File: src/rtl/etapa_ex_operandos.sv
// Operand staging buffer between register read and the ALU: main + skid entry, registered in_ready.
// Define FORWARD_EN to patch captured and held operands with late register-file writebacks.
module etapa_ex_operandos #(
  parameter int WIDTH    = 32,
  parameter int REG_BITS = 5
) (
  input  logic                clk,
  input  logic                rst,
  input  logic                in_valid,
  output logic                in_ready,
  input  logic [WIDTH-1:0]    Op1_in,
  input  logic [WIDTH-1:0]    Op2_in,
  input  logic [2:0]          AluOp_in,
  input  logic [REG_BITS-1:0] Rs1_in,
  input  logic [REG_BITS-1:0] Rs2_in,
  input  logic [REG_BITS-1:0] Rd_in,
  input  logic                RegWrite_in,
  input  logic                flush,
  output logic                out_valid,
  input  logic                out_ready,
  output logic [WIDTH-1:0]    Op1,
  output logic [WIDTH-1:0]    Op2,
  output logic [2:0]          AluOp,
  output logic [REG_BITS-1:0] Rd,
  output logic                RegWrite,
  input  logic                WbEn,
  input  logic [REG_BITS-1:0] WbRd,
  input  logic [WIDTH-1:0]    WbData
);

  typedef struct packed {
    logic [WIDTH-1:0]    op1;
    logic [WIDTH-1:0]    op2;
    logic [2:0]          aluop;
    logic [REG_BITS-1:0] rs1;
    logic [REG_BITS-1:0] rs2;
    logic [REG_BITS-1:0] rd;
    logic                regwrite;
  } entry_t;

  entry_t r_main, r_skid;
  logic   r_main_v, r_skid_v, r_in_ready;

  entry_t w_in, w_main_nx, w_skid_nx;
  logic   w_main_v_nx, w_skid_v_nx;
  logic   w_accept, w_consume, w_main_load, w_wb_hit;

`ifdef FORWARD_EN
  assign w_wb_hit = WbEn & (WbRd != '0);
`else
  logic w_unused;
  assign w_wb_hit = 1'b0;
  assign w_unused = WbEn;
`endif

  function automatic entry_t fwd(input entry_t e, input logic hit,
                                 input logic [REG_BITS-1:0] rd,
                                 input logic [WIDTH-1:0] data);
    entry_t r;
    r = e;
    if (hit && e.rs1 == rd) r.op1 = data;
    if (hit && e.rs2 == rd) r.op2 = data;
    return r;
  endfunction

  assign w_in = '{op1: Op1_in, op2: Op2_in, aluop: AluOp_in, rs1: Rs1_in,
                  rs2: Rs2_in, rd: Rd_in, regwrite: RegWrite_in};

  assign w_accept    = in_valid & r_in_ready;
  assign w_consume   = r_main_v & out_ready;
  assign w_main_load = w_consume | ~r_main_v;

  // Skid always drains into main before new input may reach main, preserving order.
  always_comb begin
    w_main_v_nx = r_main_v;
    w_main_nx   = r_main;
    w_skid_v_nx = r_skid_v;
    w_skid_nx   = r_skid;

    if (w_main_load) begin
      if (r_skid_v) begin
        w_main_v_nx = 1'b1;
        w_main_nx   = fwd(r_skid, w_wb_hit, WbRd, WbData);
        w_skid_v_nx = 1'b0;
      end else if (w_accept) begin
        w_main_v_nx = 1'b1;
        w_main_nx   = fwd(w_in, w_wb_hit, WbRd, WbData);
      end else begin
        w_main_v_nx = 1'b0;
      end
    end else begin
      w_main_nx = fwd(r_main, w_wb_hit, WbRd, WbData);
      if (w_accept) begin
        w_skid_v_nx = 1'b1;
        w_skid_nx   = fwd(w_in, w_wb_hit, WbRd, WbData);
      end
    end

    if (r_skid_v && w_skid_v_nx)
      w_skid_nx = fwd(r_skid, w_wb_hit, WbRd, WbData);
  end

  always_ff @(posedge clk or posedge rst) begin
    if (rst) begin
      r_main     <= '0;
      r_skid     <= '0;
      r_main_v   <= 1'b0;
      r_skid_v   <= 1'b0;
      r_in_ready <= 1'b1;
    end else begin
      r_main <= w_main_nx;
      r_skid <= w_skid_nx;
      if (flush) begin
        r_main_v   <= 1'b0;
        r_skid_v   <= 1'b0;
        r_in_ready <= 1'b1;
      end else begin
        r_main_v   <= w_main_v_nx;
        r_skid_v   <= w_skid_v_nx;
        r_in_ready <= ~w_skid_v_nx;
      end
    end
  end

  assign in_ready  = r_in_ready;
  assign out_valid = r_main_v;
  assign Op1       = r_main.op1;
  assign Op2       = r_main.op2;
  assign AluOp     = r_main.aluop;
  assign Rd        = r_main.rd;
  assign RegWrite  = r_main.regwrite;

endmodule

File: config.mk
export PLATFORM = sky130hd
export DESIGN_NAME = etapa_ex_operandos
export DESIGN_NICKNAME = d
export VERILOG_FILES = /design/src/rtl/etapa_ex_operandos.sv
export SDC_FILE = /design/constraint.sdc
export NUM_CORES = 1
export LEC_CHECK = 0
export ABC_AREA = 1
export BUFFER_PORTS_ARGS = -buffer_cell sky130_fd_sc_hd__buf_4
export CORE_MARGIN = 1
export CORE_UTILIZATION = 43
export DETAILED_ROUTE_END_ITERATION = 12
export PLACE_DENSITY = 0.73
export SLEW_MARGIN = 20
export SYNTH_ARGS = -nofsm -noshare
export SYNTH_HDL_FRONTEND = slang
export SYNTH_SLANG_ARGS = --single-unit
File: constraint.sdc
create_clock -name clk -period 17.15 [get_ports clk]
set_input_delay 5.145 -clock clk [delete_from_list [all_inputs] [get_ports clk]]
set_output_delay 5.145 -clock clk [all_outputs]
set_load 0.01 [all_outputs]
Word level (Yosys, flattened, before mapping)
Cells that the tools add are included.

Register bits: 159. Input bits: 126. Word-level logic and storage cells: 37. Output and inout bits: 75.

Reduce and logical (&&, ||, !) cells: 5. Bitwise gates (word level): 7. Muxes and demuxes: 10.

Operators with widths (count): $mux W83 (2); $mux W1 (8); $not A1 Y1 (4); $reduce_bool A2 Y1 (2); $reduce_and A3 Y1 (1); $and A1 B1 Y1 (2); $reduce_and A2 Y1 (1); $logic_and A1 B1 Y1 (1); $or A1 B1 Y1 (1).

Logic depth before layout (Yosys ltp)
Gate-level depths: netlist of run 1.

Depth after elaboration: 6. Depth in mapped cells: 7. Mapped depth without buffers: 5.

Worst setup path before layout of run 1
OpenSTA, ideal clock, no wires.

Path kind: input port to flip-flop. Start: input port in_valid. End: register r_skid[26] in the netlist's numbering. Data arrival time: 5773 ps. Data required time: 17034 ps. Stages on the path: 6. Setup slack: 11261 ps. Library setup time: 116 ps. Path through: nand2_2 > inv_1 > nand3_4 > clkbuf_8 > nand2_1 > nand2_1.

Longest elaborated chain between the ends: 6.

RTL lines: start: declaration (line 9) `input logic in_valid,`; $and A1 B1 Y1 (*) (line 69) `assign w_accept = in_valid & r_in_ready;`; $mux W1 (line 93) `if (w_accept) begin`; $mux W1 (line 80) `if (w_main_load) begin`; $logic_and A1 B1 Y1 (line 99) `if (r_skid_v && w_skid_v_nx)`; $not A1 Y1 (no line); $reduce_and A3 Y1 (no line) (*); end signal: assignment (line 112) `r_skid <= w_skid_nx;`; end: declaration (line 41) `entry_t r_main, r_skid;`.

Mark *: on every way between the ends. The rest lies on a longest branch, timed or not. A chain may end at the register's enable or synchronous reset.

Final worst setup path of run 1
Start: input port out_ready. End: register r_skid[34] in the netlist's numbering.

Longest elaborated chain between the ends: 6.

RTL lines: start: declaration (line 20) `input logic out_ready,`; $and A1 B1 Y1 (*) (line 70) `assign w_consume = r_main_v & out_ready;`; $or A1 B1 Y1 (*) (line 71) `assign w_main_load = w_consume | ~r_main_v;`; $mux W1 (line 80); $logic_and A1 B1 Y1 (line 99); $not A1 Y1 (no line); $reduce_and A3 Y1 (no line) (*).

Marks and branches as above.

==> out/qor.yml, run 1 <==
ctsResizeCount: 0
synth_area_leader_cell: "dfrtp_1"
ys_warn_count: 0
largest_net_degree_at_the_start_of_global_routing: 98
grt.total_usage_pct: 22.0
ys_top_cells_by_count: "nand2_1 (511), dfrtp_1 (148), nand3_1 (146), buf_2 (39), buf_6 (13)"
clock_tree.htree_level_count: 4
worstPathMaxFanout: 77
die_h_um: 129
i_o_pin_count: 201
grt_antenna_before_repair: 0
io_buffers: 152
synth.lib_cells_used.distinct: 18
timing.hold.worst.start: "r_skid[44]"
ctsRootBufferMaster: "clkbuf_16"
report.final.hold_viol_count: 0
clkSlewWorstSetupHoldPaths_ns: 0.06
timing.critical_path.max_delay_family: "simple AND/OR/NAND/NOR gates"
totalNegativeSetupSlack_ns: 0
synthArstFlopShare_pct: 100
vdd.ir_drop.worst_v: 0.0000682
synth.top_cell.area_share_pct: 53.6
clkPwrFrac_pct: 37.0
whs_path_depth: 2
nNetsFinal: 1123
unrepaired_setup_endpoints_after_global_routing: "no"
critPathLaunchType: "input port"
synth_fp_nets: 1009
report.final.slew_viol_count: 0
min_delay_worst_endpoint: "r_skid[44]"
crit-reg2reg-capture: "Op2[29]"
timing.critical_path.buf_inv: 2
timing.final.crit_share_pct: 40.0
final.fill_count: 1497
synth_edf_count: 0
status: "finished, final reports clean"
die_w_um: 129
drc_violation_count_after_routing: 0
synth_seq_cells: 149
drive_gt1_share_pct: 19.7
synthFlopType: "dfrtp_1"
cellInternalPower_w: 0.000708
grt_pass1_wl_um: 28500
clock_skew_ns: 0.00702
gp_congestion: 0.750
reg2reg_depth: 6
worst_slew_margin_rel_pct: 28.5
synthMostInstantiatedCell: "nand2_1"
cp-end-kind: "flop"
synth.top_cells.by_area: "dfrtp_1 (54%), nand2_1 (28%), nand3_1 (11%), buf_2 (2.8%), buf_6 (2.1%)"
worst_skew_pair.late_latency_ns: 0.42
postRouteWirelength_um: 17100
placeableCoreArea_um2: 15400
detailedPlacementHpwl_um: 9440
drtIter0Drc: 365
drt.antenna.violating_nets: 0
sequentialPowerShare_pct: 46.0
cts_hold_buffers: 0
max_clock_freq_ghz: 0.146
static-leakage-power_nw: 4.80
floorplan.initialDensity_pct: 44.8
crit_chain: "buf_4 -> inv_2 -> nand2_4 -> nor2_8 -> nand3_1 -> nand2_1"
tightestPinTransition_ns: 1.07
detailedRoute.firstPassIterationCount: 5
clock_tree.buffer_depth: 2
hold_class: "reg -> reg"
post_dp_cell_area_um2: 7940
cts_tree: "built"
antennaDiodeCount: 0
vias_in_the_first_global_route: 5677
cts_buffers: 17
cts.sinks: 149
period_minus_slack_ns: 6.86
critical_path_at_ns: 7.21
avgViaCountPerCell: 4.91
number_of_failing_setup_endpoints_in_the_final_timing_report: 0
slowest_stage: "nor2_8"
final_total_pwr_w: 0.000980
detailroute.via_count: 5995
type_of_the_worst_setup_path: "in -> reg"
cts.repair_timing.setup_buffer_count: 0
rows: 45
design_area_um2: 8520
max_cap_viol_count: 0
r2r_slack_ns: 14.35
gate_power_share_pct: 17.0
avgRoutedWirePerCell_um: 14.0
crit-reg2reg-launch: "r_skid_v"
die_area_um2: 16600
cp_slowest_stage_delay_ns: 1.06
timing.critical_path.from: "out_ready"
synthesized_area_divided_by_synthesized_cell_count_um2: 7.82
critical_path_required_ns: 17.50
net_sw_share_pct: 27.8
layout-area-overhead-vs-synth_pct: 23.3
total_switching_power_w: 0.000272
power_per_cell_area_nw_per_um2: 115
synthesized_instance_count: 883
post_synth_instance_area_um2: 6910
global_route.overflow_total: 0
synth.yosys.seq_area_share_pct: 54.0
## per-stage QoR
stage / util [%] / worst slack (ns) / instances / hold WS [ns]
finish: 55.2 / 10.29 / 1221 / 0.469
global route: 55.2 / 10.07 / 1221 / 0.485
detailed placement: 51.5 / 9.84 / 1189 / 0.458
CTS: 55.2 / 10.27 / 1221 / 0.473
floorplan: - / 8.00 / 883 / 0.442
global placement: 51.5 / 9.89 / 1189 / 0.453
## worst min-delay path, stage by stage (launching register included)
cell and delay (ns):
dfrtp_1 0.34, nand2_1 0.05, nand2_1 0.05
## power groups by stage
stage | clock, W | combinational, W | sequential [W]
final | 0.000363 | 0.000166 | 0.000451
after global routing | 0.000388 | 0.000190 | 0.000458
after CTS | 0.000371 | 0.000170 | 0.000450
after detailed placement | 0 | 0.000170 | 0.000455
after global placement | 0 | 0.000165 | 0.000454
after floorplan | 0 | 0.0000867 | 0.000461
## routing by layer
layer / up-vias / wire (µm) / GRT usage [%] / part of all wire [%]
met5: - / 0 / 0 / 0
met4: 0 / 188 / 6.30 / 1.1
met3: 18 / 1020 / 5.53 / 5.9
met2: 168 / 8030 / 35.9 / 47
met1: 2818 / 7890 / 29.0 / 46
li1: 2991 / - / - / -
## cells in the final DEF (no fill, tap or decap), types with 2 or more instances in the layout
| master | synthesis | routed |
|---|---|---|
| nand2_1 | 511 | 511 |
| buf_4 | 7 | 156 |
| dfrtp_1 | 148 | 147 |
| nand3_1 | 146 | 146 |
| clkbuf_16 | 0 | 17 |
| clkinv_2 | 0 | 4 |
| nand2_2 | 3 | 3 |
| inv_1 | 4 | 3 |
| inv_6 | 0 | 3 |
| clkinvlp_4 | 0 | 3 |
| nand2_4 | 2 | 2 |
| bufinv_16 | 0 | 2 |
| clkbuf_1 | 1 | 2 |
## flip-flops by register name (all words and copies together) (netlist names)
signal     cells
in_ready       1
r_skid        73
AluOp          3
r_skid_v       1
Op1           32
RegWrite       1
Op2           32
Rd             5
out_valid      1
## area by class of cell
| cell class | instances | area [µm²] | share of cell area, % |
|---|---|---|---|
| Clock buffer | 20 | 447 | 5.25 |
| Clock inverter | 12 | 129 | 1.51 |
| Inverter | 6 | 30.0 | 0.353 |
| Multi-Input combinational cell | 667 | 2740 | 32.2 |
| Sequential cell | 149 | 3730 | 43.8 |
| Tap cell | 211 | 264 | 3.10 |
| Timing Repair Buffer | 156 | 1170 | 13.8 |
## cells by family (layout without fill, tap and decap cells)
kind of cell	after synthesis	count (layout)	share of synthesized area, %
DFF	149	149	54.0
AOI/OAI and AO/OA	1	1	0.0906
and+or+nand+nor	666	666	39.6
buffers and inverters	67	194	6.29
## worst max-delay path by stage
stage / cells past startpoint / to / slack, ns
5_1_grt: 6 / r_skid[33] / 10.07
3_5_place_dp: 6 / r_skid[78] / 9.84
6_report: 6 / r_skid[34] / 10.29
4_1_cts: 6 / r_skid[34] / 10.27
2_1_floorplan: 1 / AluOp[0] / 8.00
3_3_place_gp: 6 / r_skid[24] / 9.89
No activity file was read; power rests on OpenSTA's default activity.
==> inputs of run 2 (changes only) <==
==> constraint.sdc (replaced) <==
create_clock -name clk -period 6.44 [get_ports clk]
set_input_delay 1.932 -clock clk [delete_from_list [all_inputs] [get_ports clk]]
set_output_delay 1.932 -clock clk [all_outputs]
set_load 0.01 [all_outputs]
==> run 2 against run 1 <==
Hold slack got worse by 0.00085 ns. First-iteration DRC count rose by 42%. Flip-flop and latch count did not move. Final cell count barely moved. Clock-buffer cell count rose by 3. Die area did not move. Design area rose by 0.13%. Total power rose to 2.7 times the previous value. Global-route usage rose by 0.20 points.
==> out/qor.yml, run 2 (same netlist as run 1, synthesis figures left out) <==
max_cap_viol_count: 0  # unchanged
die_area_um2: 16600  # unchanged
drive_gt1_share_pct: 19.7  # about the same
worst_slew_margin_rel_pct: 29.5  # +0.93 points
die_h_um: 129  # unchanged
critical_path_at_ns: 4.00  # -3.21 ns
avgRoutedWirePerCell_um: 14.3  # +1.7%
rows: 45  # unchanged
post-route-util_pct: 55.3  # +0.073 points
type_of_the_worst_setup_path: "in -> reg"
floorplan.initialDensity_pct: 44.8  # unchanged
tightestPinTransition_ns: 1.06  # -0.0140 ns
timing.critical_path.max_delay_family: "simple AND/OR/NAND/NOR gates"
vias_in_the_first_global_route: 5638  # -0.69%
largest-register: "r_skid"
cts_tree: "built"
slowest_stage: "nor2_8"
gp_congestion: 0.759  # +1.1%
critPathLaunchType: "input port"
power_per_cell_area_nw_per_um2: 307  # +170%
largest_register_ff_count: 73  # unchanged
totalNegativeSetupSlack_ns: 0  # unchanged
antennaDiodeCount: 0  # unchanged
postRouteWirelength_um: 17400  # +1.8%
vdd.ir_drop.worst_v: 0.000177  # +160%
nNetsFinal: 1124  # +0.089%
final_total_pwr_w: 0.00262  # +170%
dpl.cell_count: 1190  # +0.084%
critical_path_required_ns: 6.79  # -10.71 ns
detailroute.via_count: 6033  # +0.63%
final.fill_count: 1522  # +1.7%
r2r_slack_ns: 3.62  # -10.73 ns
whs_path_depth: 2  # unchanged
avgViaCountPerCell: 4.94  # +0.55%
gate_power_share_pct: 17.0  # about the same
worstPathMaxFanout: 77  # unchanged
drtIter0Drc: 517  # +42%
placeableCoreArea_um2: 15400  # unchanged
timing.critical_path.buf_inv: 2  # unchanged
cts_buffers: 17  # unchanged
max_clock_freq_ghz: 0.274
cellInternalPower_w: 0.00190  # +170%
grt_antenna_before_repair: 0  # unchanged
cp_slowest_stage_delay_ns: 1.06  # about the same
timing.final.crit_share_pct: 56.8
die_w_um: 129  # unchanged
grt_pass1_wl_um: 28800  # +1.0%
layout-area-overhead-vs-synth_pct: 23.4
cts_hold_buffers: 0  # unchanged
drc_violation_count_after_routing: 0  # unchanged
status: "finished, final reports clean"
crit_chain: "buf_4 -> inv_2 -> nand2_4 -> nor2_8 -> nand3_1 -> nand2_1"
most-common-layout-cells: "nand2_1 (511), buf_4 (157), dfrtp_1 (147)"
ctsResizeCount: 0  # unchanged
clock_tree.htree_level_count: 4  # unchanged
static-leakage-power_nw: 4.81  # +0.31%
io_buffers: 152  # unchanged
timing.hold.worst.start: "r_skid[17]"
min_delay_worst_endpoint: "r_skid[17]"
report.final.hold_viol_count: 0  # unchanged
clock_skew_ns: 0.00629  # -0.000725 ns
detailedRoute.firstPassIterationCount: 4  # -1
drt.antenna.violating_nets: 0  # unchanged
cts.sinks: 149  # unchanged
final-instance-count-excl-fill: 1222  # +0.082%
ctsRootBufferMaster: "clkbuf_16"
unrepaired_setup_endpoints_after_global_routing: "no"
report.final.slew_viol_count: 0  # unchanged
grt.total_usage_pct: 22.2  # +0.20 points
reg2reg_depth: 6  # unchanged
final_common_cell: "nand2_1"
largest_net_degree_at_the_start_of_global_routing: 91  # -7.1%
global_route.overflow_total: 0  # unchanged
cts.repair_timing.setup_buffer_count: 0  # unchanged
total_switching_power_w: 0.000717  # +160%
detailedPlacementHpwl_um: 9630  # +2.0%
hold_class: "reg -> reg"
number_of_failing_setup_endpoints_in_the_final_timing_report: 0  # unchanged
clock_tree.buffer_depth: 2  # unchanged
sequentialPowerShare_pct: 45.8  # -0.2 points
clkPwrFrac_pct: 37.2  # +0.2 points
crit-reg2reg-launch: "r_skid_v"
crit-reg2reg-capture: "r_skid_v"
cp-end-kind: "flop"
hold-worst-slack_ns: 0.468  # -0.000848 ns
clkSlewWorstSetupHoldPaths_ns: 0.06  # about the same
worst_skew_pair.late_latency_ns: 0.41  # about the same
net_sw_share_pct: 27.3  # -0.44 points
i_o_pin_count: 201  # unchanged
period_minus_slack_ns: 3.66
==> run 2: cell types whose count changed in the layout (fill, tap and decap cells not counted) <==
cell        change
buf_4           +1
clkbuf_1        +1
clkbuf_8        +2
clkinv_2        +1
clkinvlp_4      -2
inv_6           -2
==> run 2: worst register-to-register path: stages (launching register included) <==
cell and delay (ns):
dfrtp_2 0.34, buf_4 0.66, inv_4 0.44, nand2_2 0.25, buf_4 0.75, nand2_1 0.22, inv_1 0.09
==> run 2: cell type report <==
| cell class | count | area [µm²] | area share [%] |
|---|---|---|---|
| Timing Repair Buffer | 157 | 1180 | 13.8 |
| Clock inverter | 9 | 101 | 1.19 |
| Clock buffer | 23 | 478 | 5.61 |
| Inverter | 6 | 30.0 | 0.352 |
| Sequential cell | 149 | 3730 | 43.8 |
| Tap cell | 211 | 264 | 3.10 |
| Multi-Input combinational cell | 667 | 2740 | 32.2 |
==> run 2: layer usage <==
metal | vias to the layer above | GRT usage [%] | routed length (µm)
met5 | - | 0 | 0
met4 | 0 | 5.95 | 76
met3 | 7 | 6.40 | 1090
met2 | 177 | 35.2 | 8250
met1 | 2860 | 29.7 | 8030
li1 | 2989 | - | -
==> run 2: stage by stage <==
| stage | worst slack (ns) | instance area (µm²) |
|---|---|---|
| 2_1_floorplan | 0.502 | 6910 |
| 3_3_place_gp | 2.35 | 7950 |
| 3_5_place_dp | 2.31 | 7950 |
| 4_1_cts | 2.74 | 8530 |
| 5_1_grt | 2.60 | 8530 |
| 6_report | 2.78 | 8530 |
==> run 2: how the worst max path moves through the flow <==
stage	end	cells after the start	slack, ns	start
2_1_floorplan	AluOp[0]	1	0.50	rst
3_3_place_gp	r_skid[25]	6	2.35	out_ready
3_5_place_dp	r_skid[25]	6	2.31	out_ready
4_1_cts	r_skid[25]	6	2.74	out_ready
5_1_grt	r_skid[82]	6	2.60	out_ready
6_report	r_skid[25]	6	2.78	out_ready
==> run 2: power groups by stage <==
stage	combinational, W	sequential, W	clock (W)
final	0.000446	0.00120	0.000974
after global routing	0.000508	0.00122	0.00103
after CTS	0.000454	0.00120	0.000996
after detailed placement	0.000454	0.00121	0
after global placement	0.000442	0.00121	0
after floorplan	0.000231	0.00123	0
==> inputs of run 3 (changes only) <==
--- a/config.mk
+++ b/config.mk
@@ -5,12 +5,12 @@
 export SDC_FILE = /design/constraint.sdc
 export NUM_CORES = 1
 export LEC_CHECK = 0
-export ABC_AREA = 1
+export ABC_AREA = 0
 export BUFFER_PORTS_ARGS = -buffer_cell sky130_fd_sc_hd__buf_4
 export CORE_MARGIN = 1
 export CORE_UTILIZATION = 43
 export DETAILED_ROUTE_END_ITERATION = 12
-export PLACE_DENSITY = 0.73
+export PLACE_DENSITY = 0.74
 export SLEW_MARGIN = 20
 export SYNTH_ARGS = -nofsm -noshare
 export SYNTH_HDL_FRONTEND = slang
==> constraint.sdc (replaced) <==
create_clock -name clk -period 3.4 [get_ports clk]
set_input_delay 1.02 -clock clk [delete_from_list [all_inputs] [get_ports clk]]
set_output_delay 1.02 -clock clk [all_outputs]
set_load 0.01 [all_outputs]
==> run 3 against run 2 <==
Flip-flop and latch count unchanged. Hold slack better by 0.032 ns. Core utilization up 1.9 points. Clock-buffer cell count down 2. Non-clock buffer count up 2.
==> out/qor.yml, run 3 <==
whs_path_depth: 1  # -1
crit_chain: "buf_4 -> mux2_2 -> mux2_2"
timing.critical_path.max_delay_family: "flip-flops"
critPathLaunchType: "flop"
postRouteWirelength_um: 12700  # -27%
crit-reg2reg-launch: "r_skid_v"
vdd.ir_drop.worst_v: 0.000317  # +79%
cp_common_cell: "mux2_2"
unrepaired_setup_endpoints_after_global_routing: "no"
avgRoutedWirePerCell_um: 16.9  # +19%
die_h_um: 124  # -3.4%
grt_use_met1_pct: 20.4  # -9.2 points
grt_pass1_wl_um: 21400  # -26%
worst_slew_margin_rel_pct: 55.8  # +26 points
floorplan.initialDensity_pct: 44.1  # -0.67 points
most-common-layout-cells: "mux2_2 (219), buf_4 (157), dfrtp_1 (147)"
timing.hold.worst.start: "r_skid[68]"
rows: 44  # -2.2%
report.final.hold_viol_count: 0  # unchanged
cts_tree: "built"
timing.final.crit_share_pct: 63.6
total_switching_power_w: 0.00121  # +68%
crit_cells: 3  # -3
cp_slowest_stage_delay_ns: 0.71  # -0.35 ns
cts.repair_timing.setup_buffer_count: 0  # unchanged
static-leakage-power_nw: 3.70  # -23%
synth.top_cell.area_share_pct: 57.6  # +3.9 points
detailedRoute.firstPassIterationCount: 4  # unchanged
number_of_failing_setup_endpoints_in_the_final_timing_report: 0  # unchanged
cellInternalPower_w: 0.00396  # +110%
critical_path_required_ns: 3.69  # -3.10 ns
cp-end-kind: "flop"
largest_register_ff_count: 73  # unchanged
post_synth_instance_area_um2: 6430  # -6.8%
grt_antenna_before_repair: 0  # unchanged
synthesized_area_divided_by_synthesized_cell_count_um2: 16.1  # +110%
clock_tree.buffer_depth: 2  # unchanged
layout-area-overhead-vs-synth_pct: 29.6
placeableCoreArea_um2: 14600  # -5.4%
synth.yosys.seq_area_share_pct: 58.0  # +4.0 points
nNetsFinal: 681  # -39%
hold_class: "reg -> reg"
drtIter0Drc: 109  # -79%
largest-register: "r_skid"
final.fill_count: 1184  # -22%
gp_congestion: 0.702  # -7.6%
type_of_the_worst_setup_path: "reg -> reg"
sequentialPowerShare_pct: 44.9  # -0.9 points
timing.critical_path.buf_inv: 1  # -1
grt.met3_usage_pct: 4.25  # -2.2 points
max_clock_freq_ghz: 0.462
grt.total_usage_pct: 17.5  # -4.7 points
vias_in_the_first_global_route: 4267  # -24%
crit-reg2reg-capture: "Op2[28]"
gate_power_share_pct: 17.4  # +0.4 points
die_w_um: 124  # -3.4%
detailroute.via_count: 3824  # -37%
slowest_stage: "dfrtp_4"
clock_tree.htree_level_count: 4  # unchanged
synth_seq_cells: 149  # unchanged
cts_buffers: 17  # unchanged
synthArstFlopShare_pct: 100  # unchanged
ys_top_cells_by_count: "mux2_2 (219), dfrtp_1 (148), buf_2 (9), buf_6 (7), buf_4 (6)"
final_common_cell: "mux2_2"
cts_hold_buffers: 0  # unchanged
global_route.overflow_total: 0  # unchanged
critical_path_at_ns: 2.46  # -1.54 ns
io_buffers: 152  # unchanged
ys_warn_count: 0  # unchanged
synth_fp_nets: 526  # -48%
antennaDiodeCount: 0  # unchanged
synth.top_cells.by_area: "dfrtp_1 (58%), mux2_2 (38%), buf_6 (1.2%), buf_2 (0.70%), buf_4 (0.70%)"
synth_edf_count: 0  # unchanged
ctsRootBufferMaster: "clkbuf_16"
worstPathMaxFanout: 47  # -39%
r2r_slack_ns: 1.24  # -2.38 ns
power_per_cell_area_nw_per_um2: 620  # +100%
largest_net_degree_at_the_start_of_global_routing: 99  # +8.8%
min_delay_worst_endpoint: "r_skid[68]"
tightestPinTransition_ns: 0.663  # -0.395 ns
reg2reg_depth: 3  # -3
cts.sinks: 149  # unchanged
synth_area_leader_cell: "dfrtp_1"
i_o_pin_count: 201  # unchanged
detailedPlacementHpwl_um: 8350  # -13%
status: "finished, final reports clean"
worst_skew_pair.late_latency_ns: 0.41  # about the same
post-route-util_pct: 57.1  # +1.9 points
clkPwrFrac_pct: 37.7  # +0.5 points
clock_skew_ns: 0.00555  # -0.000740 ns
report.final.slew_viol_count: 0  # unchanged
synth.lib_cells_used.distinct: 14  # -4
drt.antenna.violating_nets: 0  # unchanged
synthFlopType: "dfrtp_1"
die_area_um2: 15500  # -6.7%
global_route.usage.met2_pct: 29.9  # -5.4 points
period_minus_slack_ns: 2.16
drive_gt1_share_pct: 72.8  # +53 points
net_sw_share_pct: 23.4  # -4.0 points
avgViaCountPerCell: 5.09  # +3.1%
ctsResizeCount: 0  # unchanged
clkSlewWorstSetupHoldPaths_ns: 0.06  # about the same
drc_violation_count_after_routing: 0  # unchanged
grt-busiest-layer: "met2"
synthesized_instance_count: 400  # -55%
synthMostInstantiatedCell: "mux2_2"
totalNegativeSetupSlack_ns: 0  # unchanged
max_cap_viol_count: 0  # unchanged
[run 3: how the worst max path moves through the flow]
stage	slack, ns	endpoint	from
after floorplan	0.51	AluOp[0]	rst
after global placement	0.97	Op1[27]	out_ready
after global routing	1.14	Op2[28]	r_skid_v
after detailed placement	0.95	Op1[20]	out_ready
final	1.24	Op2[28]	r_skid_v
after CTS	1.21	Op2[28]	r_skid_v
[run 3: cell families after synthesis]
| group | after synthesis | synth area share [%] |
|---|---|---|
| simple gates | 5 | 0.700 |
| buf+inv | 25 | 2.86 |
| compound gates | 2 | 0.156 |
| flops | 149 | 58.0 |
| mux | 219 | 38.3 |
[run 3: power groups by stage]
| stage | registers, W | clock network [W] | logic (W) |
|---|---|---|---|
| 2_1_floorplan | 0.00236 | 0 | 0.000479 |
| 3_3_place_gp | 0.00232 | 0 | 0.000883 |
| 3_5_place_dp | 0.00235 | 0 | 0.000915 |
| 4_1_cts | 0.00232 | 0.00199 | 0.000918 |
| 5_1_grt | 0.00237 | 0.00207 | 0.000970 |
| 6_report | 0.00232 | 0.00195 | 0.000898 |
[run 3: final cells by class]
type                            count  area, µm²  area share (%)
Timing Repair Buffer              159       1220            14.6
Tap cell                          184        230            2.76
Sequential cell                   149       3730            44.8
Inverter                            2       11.3           0.135
Multi-Input combinational cell    226       2530            30.3
Clock buffer                       21        460            5.52
Clock inverter                     10        154            1.85
[run 3: per-layer routing]
layer / up-vias / wire, µm
met5: - / 0
met1: 1967 / 5370
li1: 1743 / -
met3: 24 / 473
met2: 90 / 6510
met4: 0 / 352
[run 3: through the flow]
stage | total power [W] | hold WS (ns) | instance area [µm²] | setup slack (ns) | cells
finish | 0.00517 | 0.500 | 8340 | 1.24 | 751
floorplan | 0.00284 | 0.475 | 6440 | 0.506 | 400
global route | 0.00540 | 0.512 | 8340 | 1.14 | 751
detailed placement | 0.00326 | 0.491 | 7720 | 0.949 | 720
CTS | 0.00523 | 0.504 | 8340 | 1.21 | 751
global placement | 0.00320 | 0.483 | 7720 | 0.970 | 720
